**src/rtl/alu_sequencer.sv**
```systemverilog
// Multi-cycle controller that sequences the shared combinational ALU for one instruction:
// operand reads from a single-port register file, execute, write-back and flag update.
module alu_sequencer #(
    parameter int unsigned DATA_W  = 16,
    parameter int unsigned OPC_W   = 8,
    parameter int unsigned RADDR_W = 4,
    parameter int unsigned FLAG_W  = 5
) (
    input  logic               i_clk,
    input  logic               i_reset,
    // request interface
    input  logic               i_req_valid,
    output logic               o_req_ready,
    input  logic [OPC_W-1:0]   i_req_opcode,
    input  logic [RADDR_W-1:0] i_req_rdest,
    input  logic [RADDR_W-1:0] i_req_rsrc,
    input  logic [DATA_W-1:0]  i_req_imm,
    input  logic               i_req_use_imm,
    input  logic               i_req_wb,
    // register file
    output logic [RADDR_W-1:0] o_rf_raddr,
    input  logic [DATA_W-1:0]  i_rf_rdata,
    output logic               o_rf_we,
    output logic [RADDR_W-1:0] o_rf_waddr,
    output logic [DATA_W-1:0]  o_rf_wdata,
    // ALU
    output logic [DATA_W-1:0]  o_alu_a,
    output logic [DATA_W-1:0]  o_alu_b,
    output logic [OPC_W-1:0]   o_alu_opcode,
    output logic               o_alu_carry_in,
    input  logic [DATA_W-1:0]  i_alu_result,
    input  logic [FLAG_W-1:0]  i_alu_flags,
    // status
    output logic [FLAG_W-1:0]  o_psr_flags,
    output logic               o_done
);

    typedef enum logic [2:0] {StIdle, StRdA, StRdB, StExec, StWb} state_t;

    state_t               r_state;
    state_t               w_state_next;
    logic                 w_accept;

    logic [RADDR_W-1:0]   r_rdest;
    logic [RADDR_W-1:0]   r_rsrc;
    logic [DATA_W-1:0]    r_imm;
    logic                 r_use_imm;
    logic                 r_wb;
    logic [DATA_W-1:0]    r_alu_a;
    logic [DATA_W-1:0]    r_alu_b;
    logic [OPC_W-1:0]     r_alu_opcode;
    logic [DATA_W-1:0]    r_result;
    logic [FLAG_W-1:0]    r_flags;
    logic [FLAG_W-1:0]    r_psr;

    assign w_accept = i_req_valid && (r_state == StIdle);

    // Next-state selection and decoded control outputs.
    always_comb begin
        w_state_next = r_state;
        o_req_ready  = 1'b0;
        o_rf_raddr   = '0;
        o_rf_we      = 1'b0;
        o_done       = 1'b0;
        unique case (r_state)
            StIdle: begin
                o_req_ready = 1'b1;
                // Operand A read is launched on the accept edge itself.
                o_rf_raddr  = i_req_rdest;
                if (w_accept) w_state_next = StRdA;
            end
            StRdA: begin
                o_rf_raddr   = r_rsrc;
                w_state_next = r_use_imm ? StExec : StRdB;
            end
            StRdB:  w_state_next = StExec;
            StExec: w_state_next = StWb;
            StWb: begin
                o_rf_we      = r_wb;
                o_done       = 1'b1;
                w_state_next = StIdle;
            end
            default: w_state_next = StIdle;
        endcase
        if (i_reset) o_rf_raddr = '0;
    end

    // State register plus request latch, operand capture, result capture and flag update.
    always_ff @(posedge i_clk) begin
        if (i_reset) begin
            r_state      <= StIdle;
            r_rdest      <= '0;
            r_rsrc       <= '0;
            r_imm        <= '0;
            r_use_imm    <= 1'b0;
            r_wb         <= 1'b0;
            r_alu_a      <= '0;
            r_alu_b      <= '0;
            r_alu_opcode <= '0;
            r_result     <= '0;
            r_flags      <= '0;
            r_psr        <= '0;
        end else begin
            r_state <= w_state_next;
            case (r_state)
                StIdle: begin
                    if (w_accept) begin
                        r_alu_opcode <= i_req_opcode;
                        r_rdest      <= i_req_rdest;
                        r_rsrc       <= i_req_rsrc;
                        r_imm        <= i_req_imm;
                        r_use_imm    <= i_req_use_imm;
                        r_wb         <= i_req_wb;
                    end
                end
                StRdA: begin
                    r_alu_a <= i_rf_rdata;
                    if (r_use_imm) r_alu_b <= r_imm;
                end
                StRdB:  r_alu_b <= i_rf_rdata;
                StExec: begin
                    r_result <= i_alu_result;
                    r_flags  <= i_alu_flags;
                end
                StWb:   r_psr <= r_flags;
                default: ;
            endcase
        end
    end

    assign o_rf_waddr     = r_rdest;
    assign o_rf_wdata     = r_result;
    assign o_alu_a        = r_alu_a;
    assign o_alu_b        = r_alu_b;
    assign o_alu_opcode   = r_alu_opcode;
    assign o_psr_flags    = r_psr;
    // Carry chains from the previous completed operation.
    assign o_alu_carry_in = r_psr[0];

endmodule
```
**config.mk**
```make
export PLATFORM = sky130hd
export DESIGN_NAME = alu_sequencer
export DESIGN_NICKNAME = d
export VERILOG_FILES = /design/src/rtl/alu_sequencer.sv
export SDC_FILE = /design/constraint.sdc
export NUM_CORES = 1
export LEC_CHECK = 0
export ABC_AREA = 0
export BUFFER_PORTS_ARGS = -buffer_cell sky130_fd_sc_hd__buf_2
export CORE_MARGIN = 2
export CORE_UTILIZATION = 52
export DETAILED_ROUTE_END_ITERATION = 6
export PLACE_DENSITY_LB_ADDON = 0.2
export RECOVER_POWER = 50
export SLEW_MARGIN = 25
export SYNTH_ARGS = -nofsm -noshare
export SYNTH_HDL_FRONTEND = slang
export SYNTH_SLANG_ARGS = --single-unit
```
**constraint.sdc**
```tcl
create_clock -name i_clk -period 2.2 [get_ports i_clk]
set_input_delay 0 -clock i_clk [delete_from_list [all_inputs] [get_ports i_clk]]
set_output_delay 0 -clock i_clk [all_outputs]
set_load 0.02 [all_outputs]
```
Word level (Yosys, flattened, before mapping)
Cells that the tools add are included.

Equal/unequal tests: 6. Shift-type cells: 0. Div/mod/pow operators: 0. $lt $le $gt $ge: 0. Reduce and logical (&&, ||, !) cells: 5. $add $sub $neg: 0. Bitwise logic cells: 0. Muxes and demuxes: 10. $mul: 0.

Operators with widths (count): 16-bit one-hot mux with 2 select lines (1); 16-bit two-way mux (1); 3-bit one-hot mux with 4 select lines (1); 4-bit one-hot mux with 2 select lines (1); 3-bit by 2-bit == test with 1-bit output (second input constant) (2); 1-bit two-way mux (4); 4-bit two-way mux (1); 2-bit inequality test (second input constant) (2); 2-bit AND reduction (2); 3-bit by 1-bit == test with 1-bit output (second input constant) (1); 3-bit == test (second input constant) (1); 3-bit zero test (1); 3-bit two-way mux (1); 2-bit nonzero test (1); 1-bit logical AND (1).

Memory bits (writable): 0. Bits in read-only memories: 0. Memories: 0. Register bits after elaboration: 95. Output and inout port bits: 73. Latch bits: 0.

Depth between registers and ports, before layout
Gate-level depths: netlist of run 1.

Word-level depth: 4. Mapped depth: 6. Gate-level depth less buffers: 3.

Worst setup path before layout of run 1
OpenSTA, ideal clock, no wires.

Path kind: reg-to-reg. From: register r_state[2]. To: register r_alu_opcode[0], in the netlist o_alu_opcode[0]. Arrival: 1324 ps. Library setup time: 132 ps. Data required time: 2068 ps. Stages on the path, launching flop included: 7. Slack: 744 ps. Path buffers: 3. Path through: dfxtp_1 > buf_6 > or4b_4 > buf_6 > buf_6 > nand2_2 > a21oi_1.

Cells in the longest elaborated chain, start to end: 3.

Ends and longest elaborated chain: from (decl) (RTL line 40) `state_t r_state;`; from (signal assigned) (RTL line 91) `r_state <= StIdle;`; from (signal assigned) (RTL line 104) `r_state <= w_state_next;`; 3-bit zero test * (RTL line 56, 105); 1-bit logical AND (RTL line 56) `assign w_accept = i_req_valid && (r_state == StIdle);`; 2-bit AND reduction (no line) *; to (signal assigned) (RTL line 108) `r_alu_opcode <= i_req_opcode;`; to (decl) (RTL line 51) `logic [OPC_W-1:0] r_alu_opcode;`.

Every way passes the cells marked *; elsewhere a longest branch is shown, timed or not. A chain may end at the register's enable or synchronous reset.

Worst setup path in the final report of run 1
From: register r_state[1]. To: register r_imm[10].

Cells in the longest elaborated chain, start to end: 3.

Ends and longest elaborated chain: 3-bit zero test * (RTL line 56, 105); 1-bit logical AND (RTL line 56); 2-bit AND reduction (no line) *; to (signal assigned) (RTL line 111) `r_imm <= i_req_imm;`; to (decl) (RTL line 46) `logic [DATA_W-1:0] r_imm;`.

Marked as above.

==> run_results.csv, run 1 <==
group,metric,value,unit
status,status,"completed",
placed_design,dp_hpwl,6108,µm
clock_tree,hold_buffers,72,
routing,vias,3825,
critical_path,r2r_end,"r_imm[10]$_SDFFE_PP0P_",
final_layout,area_delta_synth_final,42.26,%
routing,wl_per_cell,13.91,µm
global_route,antenna_found_initial,0,
clock_tree,clockBufferDepth,2,
power_and_ir_drop,leakage,2.092,nW
clock_tree,cts-resized-gates,0,
logic_synthesis,synth_area_leaders,"dfxtp_1 52%, nand2_1 13%, a21oi_1 9.8%",
power_and_ir_drop,total_power,4.012,mW
logic_synthesis,avgSynthCellArea,8.131,µm²
logic_synthesis,synth_area,3684,µm²
floorplanning,initial_core_util,0.5392,
logic_synthesis,synth.top_cell.area_share,0.5163,
logic_synthesis,syn_inst,453,
timing,rsz0062_at_grt,"no",
placed_design,pre_cts_ws,0.4750,ns
critical_path,crit_fanout,34,
logic_synthesis,ys_seq_elements,95,
routing,vias_per_cell,5.066,
routing,wirelength,10500,µm
clock_tree,path_clk_slew,0.09,ns
floorplanning,chipHeight,88.17,µm
logic_synthesis,syn_nets,527,
timing,tns,0,ns
clock_tree,htree_levels,3,
timing,max_freq,502.7,MHz
routing,drtIter0Drc,238,
critical_path,timing.rr.start,"r_state[1]$_SDFFE_PP0P_",
final_layout,n_antenna_cell,0,
placed_design,gp_congestion,0.7469,
clock_tree,clk_latency,0.34,ns
clock_tree,cts-buffers-inserted,9,
logic_synthesis,synth.distinct_cells,29,
logic_synthesis,synth_warnings,0,
final_layout,final_area,5240,µm²
timing,worst_pin_slew,0.8651,ns
clock_tree,cts.sinks,95,
logic_synthesis,yosysTopAreaCell,"dfxtp_1",
floorplanning,fp.coreArea,6832,µm²
final_layout,final_cell_mix,"132 x nand2_1, 95 x dfxtp_1, 79 x buf_2",
global_route,grt_usage,0.2696,
global_route,grt_pass1_wl,16530,µm
critical_path,r2r_slack,0.21,ns
critical_path,path_class,"flop to flop",
floorplanning,ioPinCount,147,
routing,post-route-drc-count,0,
timing,period_minus_slack,1.989,ns
global_route,first_global_vias,3589,
placed_design,placed_area,4395,µm²
timing,setup_viol,0,
critical_path,cp-endpoint,"r_imm[10]$_SDFFE_PP0P_",
critical_path,start_kind,"flop",
critical_path,r2r_cells,3,
routing,ant_nets,0,
floorplanning,dieArea,7773,µm²
final_layout,mostFrequentLayoutCell,"nand2_1",
critical_path,arrival,2.19,ns
timing,maxSlewViolCount,0,
timing,worst_slack,0.2108,ns
power_and_ir_drop,ir_worst_vdd,0.4500,mV
timing,hold_viol_final,0,
logic_synthesis,ys_seq_area_frac,0.5163,
global_route,grt_max_degree,70,
worst_hold_path,hold_path_class,"input port to flop",
routing,first_pass_iters,5,
timing,skew,0.01573,ns
final_layout,nets,728,
floorplanning,die_w,88.17,µm
clock_tree,cts_tree,"done",
critical_path,end_kind,"flop",
floorplanning,rows,30,
job,maxCapViolations,0,
global_route,grt_overflow,0,
timing,finalCritPeriodShare,0.9042,
final_layout,drive_above_1_share,0.1791,
timing,relSlewSlack,0.4232,
placed_design,numPortBuffers,146,
power_and_ir_drop,power_density,765.7,nW/µm²
clock_tree,post_cts_buffers,0,
critical_path,critPathRequiredTime,2.40,ns
critical_path,crit_start,"r_state[1]$_SDFFE_PP0P_",
clock_tree,cts_root_buffer,"clkbuf_8",
stage by stage:
stage          utilization  hold slack, ns  cells
6_report            0.7670          0.1983    755
5_1_grt             0.7670          0.2230    755
4_1_cts             0.7811          0.1633    755
3_5_place_dp        0.6434          0.2471    667
3_3_place_gp        0.6434          0.2397    667
2_1_floorplan            -          0.1359    453
power breakdown:
group	internal, mW	leakage, nW	switching, mW	total (mW)
clock network	0.647	0.103	0.601	1.25
logic	0.331	1.21	0.491	0.822
registers	1.85	0.775	0.0890	1.94
total	2.83	2.09	1.18	4.01
state kept, by name (all words and copies together) (netlist names), 3 cells and up:
register / flops
r_rsrc: 4
o_psr_flags: 5
o_rf_wdata: 16
o_alu_opcode: 8
r_imm: 16
r_state: 3
r_flags: 5
o_alu_a: 16
o_rf_waddr: 4
o_alu_b: 16
cells in the mapped netlist (all sizes together):
library cell	n
and3	1
and2	1
nor4	15
nor2	42
nand4bb	1
or4b	1
o21bai	2
mux2i	9
a211oi	1
nand2	142
and3b	1
clkbuf	12
nor4b	1
xnor2	1
nor3	18
dfxtp	95
nor3b	4
a21oi	72
or3b	2
nor4bb	1
buf	26
or3	2
nand3b	2
and4bb	1
worst min path at each step:
stage | start | endpoint | slack, ns | cells after the start
finish | i_reset | r_state[2]$_SDFFE_PP0P_ | 0.20 | 2
global route | i_reset | o_alu_a[1]$_SDFFE_PP0N_ | 0.22 | 2
CTS | i_reset | r_state[2]$_SDFFE_PP0P_ | 0.16 | 2
detailed placement | i_alu_result[11] | o_rf_wdata[11]$_SDFFE_PP0N_ | 0.25 | 3
global placement | i_alu_result[12] | o_rf_wdata[12]$_SDFFE_PP0N_ | 0.24 | 3
floorplan | i_req_wb | r_wb$_SDFFE_PP0P_ | 0.14 | 2
worst max-delay path, stage by stage, from the launching register on:
cell and delay [ns]:
dfxtp_1 0.47, or4b_2 1.08, nand2_1 0.23, a21oi_1 0.08
final cells by class:
| class | instances | area, µm² |
|---|---|---|
| well taps | 96 | 120.1 |
| fillers | 548 | 1592 |
| clock inverters | 6 | 92.59 |
| flip-flops and latches | 95 | 1902 |
| multi-input cells | 320 | 1562 |
| repair buffers | 228 | 1436 |
| clock buffers | 10 | 127.6 |
cells by family after synthesis:
| logic type | Yosys count | share of synthesized area |
|---|---|---|
| mux | 9 | 0.02446 |
| buf+inv | 38 | 0.05876 |
| xor+xnor | 1 | 0.002378 |
| compound gates | 75 | 0.1039 |
| simple gates | 235 | 0.2942 |
| flops | 95 | 0.5163 |
per-layer routing:
metal	GRT usage	part of all wire	vias up
li1	-	-	1890
met1	0.3290	0.41	1758
met2	0.4710	0.51	160
met3	0.05372	0.063	17
met4	0.09780	0.018	0
met5	0	0	-
Power figures use the tool's default switching activity.
==> run 2, diff against run 1 <==
--- a/config.mk
+++ b/config.mk
@@ -8,7 +8,7 @@
 export ABC_AREA = 0
 export BUFFER_PORTS_ARGS = -buffer_cell sky130_fd_sc_hd__buf_2
 export CORE_MARGIN = 2
-export CORE_UTILIZATION = 52
+export CORE_UTILIZATION = 48
 export DETAILED_ROUTE_END_ITERATION = 6
 export PLACE_DENSITY_LB_ADDON = 0.2
 export RECOVER_POWER = 50
==> constraint.sdc (replaced) <==
create_clock -name i_clk -period 2.1 [get_ports i_clk]
set_input_delay 0 -clock i_clk [delete_from_list [all_inputs] [get_ports i_clk]]
set_output_delay 0 -clock i_clk [all_outputs]
set_load 0.02 [all_outputs]
==> run 2 against run 1 <==
Compared with the run above: first-iteration DRC count is 20% lower; flip-flop and latch count unchanged; cell count increased by 0.66%; die area is 7.9% higher; clock skew fell by 0.0037 ns; total power up 7.5%; critical path type unchanged.
==> run_results.csv, run 2 (synthesized netlist as in run 1, its figures left out) <==
group,metric,value,unit
timing,relSlewSlack,0.5518,
global_route,first_global_vias,3635,
clock_tree,clk_latency,0.35,ns
placed_design,gp_congestion,0.8051,
final_layout,mostFrequentLayoutCell,"nand2_1",
global_route,grt_usage,0.2454,
timing,maxSlewViolCount,0,
critical_path,critPathRequiredTime,2.31,ns
floorplanning,die_w,91.60,µm
timing,period_minus_slack,1.837,ns
final_layout,n_antenna_cell,0,
critical_path,arrival,2.05,ns
timing,worst_slack,0.2626,ns
final_layout,fin_util,0.7211,
critical_path,start_kind,"flop",
clock_tree,cts_root_buffer,"clkbuf_8",
critical_path,crit_slowest_cell,"dfxtp_1",
final_layout,nets,730,
timing,max_freq,544.2,MHz
routing,drtIter0Drc,190,
placed_design,dp_hpwl,6295,µm
clock_tree,clockBufferDepth,2,
routing,first_pass_iters,4,
job,maxCapViolations,0,
power_and_ir_drop,total_power,4.311,mW
floorplanning,rows,31,
critical_path,end_kind,"flop",
timing,hold_viol_final,0,
power_and_ir_drop,power_density,815.6,nW/µm²
global_route,grt_overflow,0,
floorplanning,chipHeight,91.60,µm
timing,tns,0,ns
worst_hold_path,hold_path_class,"input port to flop",
timing,skew,0.01198,ns
final_layout,final_area,5286,µm²
clock_tree,cts.sinks,95,
routing,wirelength,10440,µm
clock_tree,path_clk_slew,0.09,ns
timing,worst_pin_slew,0.6713,ns
critical_path,slowest_delay,0.76,ns
routing,post-route-drc-count,0,
global_route,grt_max_degree,57,
critical_path,timing.rr.start,"r_state[1]$_SDFFE_PP0P_",
floorplanning,initial_core_util,0.5025,
final_layout,area_delta_synth_final,43.51,%
final_layout,final_cell_mix,"132 x nand2_1, 95 x dfxtp_1, 78 x buf_2",
floorplanning,ioPinCount,147,
timing,setup_viol,0,
critical_path,r2r_slack,0.26,ns
critical_path,path_class,"flop to flop",
status,status,"completed",
clock_tree,cts_tree,"done",
timing,finalCritPeriodShare,0.8750,
clock_tree,cts-resized-gates,0,
clock_tree,htree_levels,3,
timing,rsz0062_at_grt,"no",
critical_path,r2r_cells,3,
critical_path,crit_start,"r_state[1]$_SDFFE_PP0P_",
critical_path,crit_fanout,19,
power_and_ir_drop,leakage,2.120,nW
clock_tree,cts-buffers-inserted,9,
floorplanning,fp.coreArea,7331,µm²
routing,ant_nets,0,
power_and_ir_drop,ir_worst_vdd,0.4055,mV
placed_design,placed_area,4414,µm²
placed_design,numPortBuffers,146,
placed_design,pre_cts_ws,0.2805,ns
global_route,grt_pass1_wl,16820,µm
routing,wl_per_cell,13.74,µm
routing,vias,3800,
final_layout,drive_above_1_share,0.1815,
critical_path,r2r_end,"o_alu_b[9]$_SDFFE_PP0P_",
routing,vias_per_cell,5.000,
critical_path,cp_cell_sequence,"or3b_1 > nor2_1 > nor4_1",
global_route,antenna_found_initial,0,
critical_path,cp-endpoint,"o_alu_b[9]$_SDFFE_PP0P_",
floorplanning,dieArea,8391,µm²
==> run 2: cell types whose count changed in the layout (fill, tap and decap cells not counted) <==
| cell | change |
|---|---|
| buf_4 | +4 |
| buf_2 | -1 |
| bufinv_16 | +1 |
| clkinvlp_4 | -1 |
| inv_6 | -1 |
| or4b_2 | -1 |
| or4b_4 | +1 |
==> run 2: worst min path at each step <==
stage               startpoint                         end  slack [ns]  cells past startpoint
2_1_floorplan         i_req_wb           r_wb$_SDFFE_PP0P_        0.14                      2
3_3_place_gp   i_alu_result[6]  o_rf_wdata[6]$_SDFFE_PP0N_        0.24                      3
3_5_place_dp     i_req_imm[10]      r_imm[10]$_SDFFE_PP0P_        0.25                      3
4_1_cts                i_reset     r_state[2]$_SDFFE_PP0P_        0.13                      2
5_1_grt                i_reset     r_state[2]$_SDFFE_PP0P_        0.18                      2
6_report               i_reset     r_state[2]$_SDFFE_PP0P_        0.14                      2
==> run 2: worst max-delay path: cells and delay by family (launching register included) <==
kind	cells	cell delay (ns)
and+or+nand+nor	3	0.94
DFF	1	0.76
==> run 2: metrics by stage <==
step / hold WS [ns] / cells
CTS: 0.1300 / 760
finish: 0.1373 / 760
global route: 0.1756 / 760
detailed placement: 0.2468 / 672
floorplan: 0.1359 / 453
global placement: 0.2400 / 672
==> run 2: final cells by class <==
class,count,area (µm²)
Clock buffer,11,131.4
Fill cell,618,2044
Sequential cell,95,1902
Tap cell,99,123.9
Timing Repair Buffer,230,1458
Multi-Input combinational cell,320,1565
Clock inverter,5,106.4
==> run 2: per-layer routing <==
metal | global-route usage | wire, µm | up-vias
li1 | - | - | 1899
met1 | 0.2956 | 4361 | 1759
met2 | 0.4326 | 5228 | 123
met3 | 0.04979 | 625 | 19
met4 | 0.08460 | 223 | 0
met5 | 0 | 0 | -
==> run 2: where the power goes <==
group,total [mW],leakage [nW],switching (mW),internal (mW)
Sequential,2.04,0.775,0.0992,1.94
Combinational,0.857,1.23,0.505,0.353
Clock,1.41,0.114,0.619,0.795
==> run 2: what timing repair did <==
item,CTS,global route
buffers inserted,0,0
endpoints found under the hold margin,86,0
hold buffers,72,0
endpoints found under the setup margin,0,0
==> run 3, diff against run 2 <==
--- a/config.mk
+++ b/config.mk
@@ -7,9 +7,12 @@
 export LEC_CHECK = 0
 export ABC_AREA = 0
 export BUFFER_PORTS_ARGS = -buffer_cell sky130_fd_sc_hd__buf_2
+export CAP_MARGIN = 15
+export CORE_ASPECT_RATIO = 0.5
 export CORE_MARGIN = 2
 export CORE_UTILIZATION = 48
 export DETAILED_ROUTE_END_ITERATION = 6
+export HOLD_SLACK_MARGIN = 0.12
 export PLACE_DENSITY_LB_ADDON = 0.2
 export RECOVER_POWER = 50
 export SLEW_MARGIN = 25
==> run 3 against run 2 <==
Compared with the run above: clock-buffer cell count increased by 1; utilization is 0.40 points higher; clock skew is 0.0052 ns lower; routed wire length down 2.1%; final area increased by 1.2%; global-route usage about the same; critical path depth rose by 2; first-iteration DRC count fell by 25%; clock power grew 20%.
==> run_results.csv, run 3 (synthesized netlist as in run 1, its figures left out) <==
group,metric,value,unit
status,status,"completed",
routing,vias_per_cell,4.952,
clock_tree,cts-buffers-inserted,9,
worst_hold_path,hold_end,"o_alu_a[10]$_SDFFE_PP0N_",
final_layout,mostFrequentLayoutCell,"nand2_1",
critical_path,path_class,"flop to primary output",
clock_tree,cts_tree,"done",
placed_design,dp_hpwl,6013,µm
clock_tree,htree_levels,3,
placed_design,placed_area,4408,µm²
timing,hold-worst-slack,0.2235,ns
global_route,first_global_vias,3595,
floorplanning,rows,22,
timing,tns,0,ns
timing,rsz0062_at_grt,"no",
final_layout,final_cell_mix,"132 x nand2_1, 95 x dfxtp_1, 79 x buf_2",
routing,vias,3749,
power_and_ir_drop,power_density,856.8,nW/µm²
floorplanning,die_w,127.9,µm
power_and_ir_drop,ir_worst_vdd,0.4622,mV
final_layout,n_antenna_cell,0,
clock_tree,cts.sinks,95,
floorplanning,initial_core_util,0.4993,
timing,relSlewSlack,0.5530,
clock_tree,hold_buffers,72,
power_and_ir_drop,total_power,4.583,mW
final_layout,drive_above_1_share,0.1800,
job,maxCapViolations,0,
placed_design,gp_congestion,0.8390,
clock_tree,clockBufferDepth,2,
clock_tree,post_cts_buffers,0,
routing,wirelength,10220,µm
timing,skew,0.006817,ns
critical_path,start_kind,"flop",
placed_design,dpl.cell_count,669,
timing,period_minus_slack,1.818,ns
final_layout,area_delta_synth_final,45.21,%
critical_path,timing.rr.start,"r_state[2]$_SDFFE_PP0P_",
clock_tree,cts-resized-gates,0,
critical_path,r2r_slack,0.44,ns
critical_path,r2r_cells,5,
routing,first_pass_iters,4,
routing,drtIter0Drc,143,
global_route,grt_usage,0.2458,
timing,max_freq,550.2,MHz
timing,finalCritPeriodShare,0.8655,
final_layout,layout.cells.non_filler,757,
floorplanning,ioPinCount,147,
routing,post-route-drc-count,0,
final_layout,nets,730,
clock_tree,path_clk_slew,0.06,ns
final_layout,filler_cell_count,623,
critical_path,arrival,1.82,ns
critical_path,crit_fanout,14,
worst_hold_path,holdPathStages,3,
power_and_ir_drop,leakage,2.156,nW
final_layout,final_area,5349,µm²
worst_hold_path,hold_path_class,"input port to flop",
routing,wl_per_cell,13.50,µm
global_route,grt_pass1_wl,16210,µm
global_route,grt_overflow,0,
clock_tree,clk_latency,0.34,ns
floorplanning,dieArea,8433,µm²
critical_path,r2r_end,"o_rf_wdata[0]$_SDFFE_PP0N_",
global_route,grt_max_degree,55,
routing,ant_nets,0,
timing,setup_viol,0,
timing,maxSlewViolCount,0,
placed_design,numPortBuffers,146,
global_route,antenna_found_initial,0,
worst_hold_path,hp-start,"i_reset",
critical_path,end_kind,"primary output",
timing,worst_pin_slew,0.6698,ns
floorplanning,fp.coreArea,7377,µm²
floorplanning,chipHeight,65.95,µm
clock_tree,cts_root_buffer,"clkbuf_16",
critical_path,critPathRequiredTime,2.10,ns
timing,hold_viol_final,0,
-- run 3: metal layers --
| layer | share of wire | vias up | track usage |
|---|---|---|---|
| met5 | 0 | - | 0 |
| met4 | 0.016 | 0 | 0.08654 |
| met3 | 0.063 | 16 | 0.08010 |
| met2 | 0.48 | 113 | 0.4345 |
| met1 | 0.44 | 1720 | 0.2839 |
| li1 | - | 1900 | - |
-- run 3: final cells by class --
type | count | area [µm²] | share of cell area
Sequential cell | 95 | 1902 | 0.3556
Multi-Input combinational cell | 320 | 1565 | 0.2926
Timing Repair Buffer | 230 | 1455 | 0.2720
Clock buffer | 12 | 236.5 | 0.04421
Tap cell | 96 | 120.1 | 0.02246
Clock inverter | 4 | 70.07 | 0.01310
-- run 3: worst max path at each step --
stage / startpoint / end / slack, ns / cells after the start
finish: r_state[2]$_SDFFE_PP0P_ / o_rf_we / 0.28 / 5
global route: r_state[2]$_SDFFE_PP0P_ / o_rf_we / 0.18 / 5
CTS: r_state[2]$_SDFFE_PP0P_ / o_rf_we / 0.27 / 5
detailed placement: r_state[1]$_SDFFE_PP0P_ / o_alu_b[13]$_SDFFE_PP0P_ / 0.55 / 5
global placement: r_state[2]$_SDFFE_PP0P_ / o_psr_flags[3]$_SDFFE_PP0P_ / 0.56 / 5
floorplan: r_state[2]$_SDFFE_PP0P_ / o_alu_opcode[0]$_SDFFE_PP0P_ / 0.64 / 6
-- run 3: worst max-delay path, stage by stage, from the launching register on --
cell and delay [ns]:
dfxtp_1 0.48, buf_4 0.25, nor3b_1 0.24, buf_4 0.22
and2_1 0.13, buf_2 0.16
-- run 3: where the power goes --
group	switching, mW	leakage (nW)	internal (mW)
logic	0.510	1.23	0.351
registers	0.0899	0.775	1.94
clock network	0.648	0.151	1.04
-- run 3: through the flow --
stage                     setup slack, ns    util
after global placement             0.5554  0.5975
after global routing               0.1845  0.7251
after CTS                          0.2679  0.7368
final                              0.2824  0.7251
after detailed placement           0.5498  0.5975
after floorplan                    0.6435       -
